$ cat src/rtl/sys_arr_skew_feeder.sv
// Skew feeder for the DSP systolic array.
// Accepts one N-row vector of single_float operands per handshake and emits
// each row as a float_reg {data, dirty}. Row i is delayed by i enabled cycles
// so that the operands enter the array on its diagonal wavefront. After the
// final vector of a stream the pipeline drains with bubbles, then done pulses.
module sys_arr_skew_feeder #(
    parameter int N      = 4,
    parameter int WORD_W = 32,   // must match the single_float width
    parameter int CNT_W  = 16
) (
    input  logic                    clk,
    input  logic                    rst,
    input  logic                    in_valid,
    output logic                    in_ready,
    input  logic [N*WORD_W-1:0]     in_data,
    input  logic                    in_last,
    input  logic                    arr_en,
    output logic [N*(WORD_W+1)-1:0] row_out,
    output logic                    busy,
    output logic                    done,
    output logic [CNT_W-1:0]        vec_cnt
);

    localparam int RW = WORD_W + 1;
    localparam int DW = (N > 1) ? $clog2(N) : 1;

    typedef enum logic [1:0] {
        ST_IDLE,
        ST_STREAM,
        ST_DRAIN,
        ST_DONE
    } state_t;

    state_t          state;
    state_t          state_next;
    logic [DW-1:0]   drain_cnt;
    logic [DW-1:0]   drain_next;
    logic            xfer;

    // Upstream may only hand over a vector while the array advances and we
    // are not draining; held low while reset is asserted.
    assign in_ready = arr_en && !rst && (state == ST_IDLE || state == ST_STREAM);
    assign xfer     = in_valid && in_ready;
    assign busy     = (state == ST_STREAM) || (state == ST_DRAIN);
    assign done     = (state == ST_DONE);

    // Next-state logic: the drain counter counts the enabled cycles needed for
    // the last vector's top row to reach the output; DONE always lasts one cycle.
    always_comb begin
        state_next = state;
        drain_next = drain_cnt;
        case (state)
            ST_IDLE, ST_STREAM: begin
                if (xfer) begin
                    if (in_last) begin
                        if (N == 1) begin
                            state_next = ST_DONE;
                        end else begin
                            state_next = ST_DRAIN;
                            drain_next = DW'(N - 1);
                        end
                    end else begin
                        state_next = ST_STREAM;
                    end
                end
            end
            ST_DRAIN: begin
                if (arr_en) begin
                    drain_next = drain_cnt - 1'b1;
                    if (drain_cnt == DW'(1)) begin
                        state_next = ST_DONE;
                    end
                end
            end
            ST_DONE: begin
                state_next = ST_IDLE;
            end
            default: begin
                state_next = ST_IDLE;
            end
        endcase
    end

    // State and drain counter registers; hold behaviour is encoded in next-state.
    always_ff @(posedge clk or posedge rst) begin
        if (rst) begin
            state     <= ST_IDLE;
            drain_cnt <= '0;
        end else begin
            state     <= state_next;
            drain_cnt <= drain_next;
        end
    end

    // Saturating count of vectors accepted in this stream, cleared leaving DONE.
    always_ff @(posedge clk or posedge rst) begin
        if (rst) begin
            vec_cnt <= '0;
        end else if (state == ST_DONE) begin
            vec_cnt <= '0;
        end else if (xfer && (vec_cnt != {CNT_W{1'b1}})) begin
            vec_cnt <= vec_cnt + 1'b1;
        end
    end

    // One delay chain per row, row r being r+1 registers deep.
    for (genvar r = 0; r < N; r++) begin : g_row
        logic [RW-1:0] chain [0:r];

        // Stage 0 takes the operand on a handshake or a bubble otherwise;
        // later stages shift only when the array advances.
        always_ff @(posedge clk or posedge rst) begin
            if (rst) begin
                for (int j = 0; j <= r; j++) begin
                    chain[j] <= '0;
                end
            end else if (arr_en) begin
                chain[0] <= xfer ? {in_data[r*WORD_W +: WORD_W], 1'b1} : '0;
                for (int j = 1; j <= r; j++) begin
                    chain[j] <= chain[j-1];
                end
            end
        end

        assign row_out[r*RW +: RW] = chain[r];
    end

endmodule

$ cat config.mk
export PLATFORM = sky130hd
export DESIGN_NAME = sys_arr_skew_feeder
export DESIGN_NICKNAME = d
export VERILOG_FILES = /design/src/rtl/sys_arr_skew_feeder.sv
export SDC_FILE = /design/constraint.sdc
export NUM_CORES = 1
export LEC_CHECK = 0
export ABC_AREA = 1
export ABC_CLOCK_PERIOD_IN_PS = 15660
export CELL_PAD_IN_SITES_DETAIL_PLACEMENT = 2
export CELL_PAD_IN_SITES_GLOBAL_PLACEMENT = 2
export CORE_MARGIN = 2
export CORE_UTILIZATION = 32
export CTS_CLUSTER_SIZE = 28
export DETAILED_ROUTE_END_ITERATION = 10
export HOLD_SLACK_MARGIN = 0.08
export PLACE_DENSITY = 0.79
export SLEW_MARGIN = 30
export SYNTH_ARGS = -nofsm -noshare
export SYNTH_HDL_FRONTEND = slang
export SYNTH_SLANG_ARGS = --single-unit
$ cat constraint.sdc
create_clock -name clk -period 15.66 [get_ports clk]
set_clock_uncertainty 0.05 [all_clocks]
set_input_delay 2.349 -clock clk [delete_from_list [all_inputs] [get_ports clk]]
set_output_delay 2.349 -clock clk [all_outputs]
set_load 0.1 [all_outputs]
# Word-level counts from Yosys, hierarchy flattened
# Index checks and enable logic that the tools add are counted.
# word_totals
ff_bits	350
latchBits	0
ram_bits	0
romBits	0
word_cells	52
n_memories	0
# classes
addsub	2
mul	0
n_div	0
magnitude_cmp	0
eq_ne	9
shifts	0
mux	15
n_bitwise	0
n_reduce_logical	13
# op_table
op	n
$mux W33	4
$mux W16	2
$add A16 B1 Y16 const B	1
$ne A16 B16 Y1 const B	1
$mux W2	7
$ne A2 B2 Y1 const B	3
$pmux W2 S3	1
$eq A2 B1 Y1 const B	2
$eq A2 B2 Y1 const B	2
$logic_and A1 B1 Y1	4
$pmux W2 S2	1
$reduce_and A4 Y1	1
$reduce_bool A2 Y1	2
$reduce_and A3 Y1	1
$logic_not A2 Y1	1
$logic_or A1 B1 Y1	2
$ne A2 B1 Y1 const B	1
$reduce_or A2 Y1	1
$sub A2 B1 Y2 const B	1
$logic_not A1 Y1	1

# Depth between registers and ports, before layout
# Gate-level depths: netlist (run 1).
# depth
word_depth	7
ltp_mapped	10
mapped_depth_nobuf	10

# Worst setup path after synthesis (run 1)
# OpenSTA, ideal clock, no wires.
# synth_path
path_type	in2out
startpoint	in rst
endpoint	out in_ready
t_arrival_ns	10.969
slack_ns	2.292
path_stages	3
cell_sequence	inv_1 -> nand2_1 -> nor2_2
# synth_between
elab_chain_cells	3
# synth_rtl
element	line	source
from (decl)	12	input logic rst,
$logic_not A1 Y1 (no source line)	n/a	
$logic_and A1 B1 Y1 (2 in a row)	42	assign in_ready = arr_en && !rst && (state == ST_IDLE || state == ST_STREAM);
to (decl)	14	output logic in_ready,
# Every way passes these cells.

# Worst setup path after layout (run 1)
# Same ends and word-level chain as after synthesis.

==> results of run 1 <==
[cell usage in the layout, fill, tap and decap left out, drive strengths merged, types with 3 or more instances in the layout]
cell	synthesis	layout
inv	143	145
nand3	13	13
xor2	3	3
dfrtp	344	344
nand2	352	352
bufinv	0	4
clkdlybuf4s50	0	262
a22o	78	78
clkbuf	31	60
o21ai	240	240
nor2	23	23
buf	143	30
clkinv	0	4
nand4	9	9
ha	6	6
[through the flow]
stage          power, mW  setup WS (ns)  hold slack (ns)  cells
2_1_floorplan       1.64           2.29            0.392   1393
3_5_place_dp        1.80           8.48            0.411   2096
5_1_grt             2.87           8.41            0.458   2169
6_report            2.74           8.55            0.424   2170
4_1_cts             2.79           8.47            0.432   2168
3_3_place_gp        1.78           8.48            0.404   2096
[worst register-to-register path, delay by kind of cell (launching register included)]
kind / cells / cell delay, ns
buffers and inverters: 3 / 1.45
and+or+nand+nor: 6 / 0.85
DFF: 1 / 0.43
AOI/OAI and AO/OA: 1 / 0.34
adders and majority gates: 1 / 0.17
[per-layer routing]
metal,vias to the layer above,GRT usage
li1,4682,-
met5,-,0
met3,55,0.0419
met1,5133,0.223
met2,175,0.317
met4,4,0.0607
[cells by family after synthesis]
group                    after synthesis  share of synthesized area
AND/OR/NAND/NOR                      400                      0.113
flip-flops                           344                      0.621
AO/OA/AOI/OAI                        322                      0.138
buffers and inverters                317                      0.120
adder cells (fa/ha/maj)                6                    0.00542
XOR/XNOR                               4                    0.00253
[sequential cells by signal, indices dropped and copies added, names as in the netlist]
name	cells
row_out	99
drain_cnt	2
vec_cnt	16
g_row.chain	225
state	2
[power by group]
group	internal [mW]	total [mW]	switching [mW]
Combinational	0.167	0.715	0.548
Clock	0.590	0.969	0.378
Sequential	0.998	1.06	0.0593
[worst max path at each step]
| stage | start | endpoint | slack, ns |
|---|---|---|---|
| finish | rst | in_ready | 8.55 |
| global route | rst | in_ready | 8.41 |
| CTS | rst | in_ready | 8.47 |
| detailed placement | rst | in_ready | 8.48 |
| global placement | rst | in_ready | 8.48 |
| floorplan | rst | in_ready | 2.29 |
[final cells by class]
type / count / share of cell area
Multi-Input combinational cell: 732 / 0.203
Timing Repair Buffer: 292 / 0.159
Tap cell: 585 / 0.0414
Clock inverter: 12 / 0.00977
Sequential cell: 344 / 0.487
Antenna cell: 2 / 0.000283
Inverter: 143 / 0.0314
Clock buffer: 60 / 0.0672
==> impl_metrics.py, run 1 <==
metrics = {
    "logic_synthesis": {
        "synth-async-reset-ratio": 1.00,
        "synth.cell_area_sq_um": 13900,
        "synth_edf_count": 0,
        "ys_ff_latch": 344,
        "yosysMostFrequentCell": "nand2_1",
        "ys.flop_type": "dfrtp_1",
        "ys_top_cells_by_count": "350 x nand2_1, 344 x dfrtp_1, 220 x o21ai_0, 141 x inv_1, 113 x buf_4",
        "seq_area_frac_synth": 0.621,
        "syn-num-nets": 1532,
        "yosys_warnings": 0,
        "synth_cell_types": 25,
        "postSynthCellCount": 1393,
        "synth.area.top_cells": "dfrtp_1 62%, nand2_1 9.5%, o21ai_0 7.9%",
        "synth_largest_area_cell": "dfrtp_1",
        "syn_area_per_cell_sq_um": 9.95,
        "synth_top_cell_area_share": 0.621,
    },
    "route": {
        "ant_nets": 0,
        "wl_per_cell_um": 18.5,
        "firstDrtPassIters": 4,
        "drt-total-wl_um": 40100,
        "first_iter_violations": 450,
        "via_per_inst": 4.63,
        "vias": 10049,
        "wl_met3_um": 2020,
        "drc": 0,
        "met2_length_um": 20500,
        "highest_layer": "met5",
        "wl_met1_um": 16500,
    },
    "min_path": {
        "hp-class": "reg2reg",
        "whs_path_depth": 2,
        "hold_path_end": "g_row[3].chain[97]$_DFFE_PP0P_",
        "hold_path_startpoint": "g_row[3].chain[97]$_DFFE_PP0P_",
    },
    "sta": {
        "grt_setup_unrepaired": "false",
        "slew_headroom": 0.306,
        "final_max_slew_viol_count": 0,
        "max_freq_mhz": 141,
        "finalCritPeriodShare": 0.454,
        "hold_violations": 0,
        "tns_ns": 0,
        "period_minus_slack_ns": 7.11,
        "worst-slew-pin-transition_ns": 1.04,
        "setup_viol": 0,
    },
    "place": {
        "io_buffers": 283,
        "dpl_cell_area_sq_um": 16300,
        "place_hpwl_um": 25300,
        "gp_congestion": 0.729,
    },
    "power_and_ir_drop": {
        "vdd_drop_max_mv": 0.0678,
        "power.density_nw_per_um2": 155,
        "leakagePower_nw": 8.01,
    },
    "setup_path": {
        "cp.arrival_ns": 4.71,
        "crit-reg2reg-capture": "vec_cnt[12]$_DFFE_PP0P_",
        "end_kind": "output pin",
        "path_common_cell": "clkdlybuf4s50_1",
        "rr_startpoint": "state[0]$_DFFE_PP0P_",
        "cp_slowest_cell": "clkdlybuf4s50_1",
        "cp_cell_sequence": "clkdlybuf4s50_1, inv_8, nand2_1, nor2_2, clkdlybuf4s50_1",
        "critPathMaxFanout": 81,
        "slowest_delay_ns": 1.14,
        "crit_family": "buffers and inverters",
        "cp_num_buf_inv": 3,
        "cp.depth": 5,
        "reg2reg_depth": 11,
        "rrSetupSlack_ns": 12.29,
        "required_ns": 13.26,
        "cp-start-kind": "input port",
        "crit_type": "in2out",
    },
    "run_status": {
        "status": "completed",
    },
    "floorplanning": {
        "fp.coreArea_sq_um": 42900,
        "die_w_um": 212,
        "start_util": 0.323,
        "core.rowCount": 76,
        "die_height_um": 212,
        "die_area_sq_um": 45000,
        "io_pins": 284,
    },
    "clock_tree": {
        "cts_buffer_depth": 3,
        "hold_buffers": 0,
        "ctsResizeCount": 0,
        "cts_max_level": 2,
        "cts-root-buf": "clkbuf_16",
        "cts_setup_buffers": 0,
        "cts_tree": "yes",
        "cts_sinks": 344,
        "clk-insertion-delay-late_ns": 0.54,
        "cts.reportedPaths.clkPinSlew_ns": 0.06,
        "numCtsBuffers": 40,
    },
    "grt": {
        "grt_max_degree": 122,
        "grt_first_pass_wirelength_um": 64600,
        "grt_pass1_vias": 11590,
        "grt.total_usage": 0.182,
        "gr-total-overflow": 0,
        "antenna_found_initial": 5,
    },
    "layout": {
        "area_growth_pct": 27.5,
        "multi_input_area_sq_um": 3590,
        "fin_nets": 1692,
        "fin_area_sq_um": 17700,
        "final_util": 0.412,
        "regArea_sq_um": 8610,
        "nFillCells": 4570,
        "drive_gt1_frac": 0.0651,
    },
    "run": {
        "maxCapViolations": 0,
    },
}
No activity file was read; power rests on OpenSTA's default activity.
==> run 2, diff against run 1 <==
- ABC_CLOCK_PERIOD_IN_PS: 15660 -> 5860
- CORE_UTILIZATION: 32 -> 29
- PLACE_DENSITY: 0.79 -> 0.75
- clock period: 15.66 -> 5.86 ns (I/O delays scaled with it)
==> run 2 against run 1 <==
Compared with the run above:
- critical path depth unchanged
- worst setup slack got worse by 6.4 ns
- sequential power increased to 2.7 times the previous value
- combinational power increased to 2.7 times the previous value
- non-clock buffer count increased by 2
- count of clock-buffer cells in the layout increased by 3
- highest routed layer unchanged
- die area increased by 10%
- design area about the same
- routed wire length decreased by 1.2%
- core utilization decreased by 3.9 points
- worst hold slack got worse by 0.0042 ns
- global-route usage decreased by 2.0 points
==> impl_metrics.py, run 2 (synthesis results as in run 1) <==
metrics = {
    "route": {
        "first_iter_violations": 426,
        "drc": 0,
        "vias": 10093,
        "ant_nets": 0,
        "firstDrtPassIters": 4,
        "drt-total-wl_um": 39600,
        "via_per_inst": 4.58,
        "wl_per_cell_um": 18.0,
    },
    "clock_tree": {
        "numCtsBuffers": 42,
        "cts_max_level": 2,
        "hold_buffers": 0,
        "cts-root-buf": "clkbuf_16",
        "cts_sinks": 344,
        "cts_tree": "yes",
        "cts.reportedPaths.clkPinSlew_ns": 0.05,
        "clk-insertion-delay-late_ns": 0.56,
        "ctsResizeCount": 0,
        "cts_setup_buffers": 0,
        "cts_buffer_depth": 3,
    },
    "grt": {
        "grt.total_usage": 0.163,
        "grt_first_pass_wirelength_um": 63900,
        "gr-total-overflow": 0,
        "grt_max_degree": 182,
        "antenna_found_initial": 6,
        "grt_pass1_vias": 11322,
    },
    "floorplanning": {
        "die_height_um": 223,
        "io_pins": 284,
        "core.rowCount": 80,
        "fp.coreArea_sq_um": 47400,
        "die_w_um": 223,
        "start_util": 0.292,
        "die_area_sq_um": 49500,
    },
    "sta": {
        "setup_viol": 0,
        "slew_headroom": 0.299,
        "whs_ns": 0.420,
        "grt_setup_unrepaired": "false",
        "final_max_slew_viol_count": 0,
        "hold_violations": 0,
        "finalCritPeriodShare": 0.636,
        "period_minus_slack_ns": 3.73,
        "worst-slew-pin-transition_ns": 1.05,
        "max_freq_mhz": 268,
    },
    "place": {
        "place_hpwl_um": 25500,
        "dpl_cell_area_sq_um": 16400,
        "dpl.cell_count": 2127,
        "io_buffers": 283,
        "gp_congestion": 0.736,
    },
    "setup_path": {
        "cp-start-kind": "input port",
        "critPathMaxFanout": 2,
        "cp.arrival_ns": 2.80,
        "end_kind": "output pin",
        "crit_type": "in2out",
        "required_ns": 4.93,
    },
    "layout": {
        "fin_nets": 1696,
        "area_growth_pct": 27.5,
        "multi_input_area_sq_um": 3590,
        "regArea_sq_um": 8610,
        "layout_common_cells": "350 x nand2_1, 344 x dfrtp_1, 260 x clkdlybuf4s50_1",
        "fin_area_sq_um": 17700,
        "layout_commonest_cell": "nand2_1",
        "layout.cells.non_filler": 2205,
        "drive_gt1_frac": 0.0649,
        "registers.top_by_ff_count": "g_row.chain",
        "largest_reg_flops": 225,
        "nFillCells": 5139,
    },
    "power_and_ir_drop": {
        "power.density_nw_per_um2": 407,
        "p_sw_mw": 2.64,
        "comb_power_share": 0.266,
        "p_seq_frac": 0.392,
        "clkPwrFrac": 0.342,
        "vdd_drop_max_mv": 0.210,
        "intPower_mw": 4.56,
        "leakagePower_nw": 7.98,
        "swShare": 0.366,
    },
    "min_path": {
        "hp-class": "reg2reg",
    },
    "run": {
        "maxCapViolations": 0,
    },
    "run_status": {
        "status": "completed",
    },
}
==> run 2: worst paths after layout <==
path / cells past startpoint / to / slack (ns) / start
worst max-delay path: 5 / in_ready / 2.13 / rst
worst min-delay path: 2 / g_row[3].chain[95]$_DFFE_PP0P_ / 0.42 / g_row[3].chain[95]$_DFFE_PP0P_
worst max register to register: 9 / g_row[1].chain[64]$_DFFE_PP0P_ / 3.25 / state[0]$_DFFE_PP0P_
worst min register to register: 2 / g_row[3].chain[95]$_DFFE_PP0P_ / 0.42 / g_row[3].chain[95]$_DFFE_PP0P_
max in group asynchronous: 6 / g_row[0].chain[19]$_DFFE_PP0P_ / 2.69 / rst
min in group asynchronous: 3 / g_row[3].chain[54]$_DFFE_PP0P_ / 0.73 / rst
==> run 2: worst max-delay path, cell delays in order <==
cell and delay, ns:
clkdlybuf4s50_1 0.46, clkinvlp_4 0.12, nand2_1 0.07, nor2_2 0.13, clkdlybuf4s50_1 1.14
==> run 2: routing by layer <==
metal,up-vias,track usage,routed length [um]
met3,72,0.0413,1840
met5,-,0,37
li1,4690,-,-
met1,5135,0.201,16800
met2,190,0.278,20000
met4,6,0.0513,970
==> run 2: per-stage QoR <==
| stage | utilization | total power, mW | setup WS, ns | setup TNS, ns |
|---|---|---|---|---|
| floorplan | - | 4.38 | -1.49 | -211.91 |
| global placement | 0.347 | 4.75 | 2.11 | 0 |
| detailed placement | 0.345 | 4.81 | 2.06 | 0 |
| CTS | 0.372 | 7.34 | 2.11 | 0 |
| global route | 0.372 | 7.56 | 2.08 | 0 |
| finish | 0.372 | 7.20 | 2.13 | 0 |
==> run 2: final cells by class <==
| type | instances | share of cell area |
|---|---|---|
| Clock buffer | 63 | 0.0674 |
| Antenna cell | 3 | 0.000425 |
| Inverter | 143 | 0.0314 |
| Sequential cell | 344 | 0.487 |
| Tap cell | 615 | 0.0435 |
| Multi-Input combinational cell | 732 | 0.203 |
| Clock inverter | 11 | 0.00531 |
| Timing Repair Buffer | 294 | 0.162 |
==> run 2: power groups by stage <==
stage               clock, mW  sequential (mW)  combinational [mW]
finish                   2.46             2.83                1.91
CTS                      2.56             2.83                1.95
global route             2.65             2.87                2.04
floorplan                   0             3.06                1.33
detailed placement          0             2.87                1.94
global placement            0             2.85                1.90
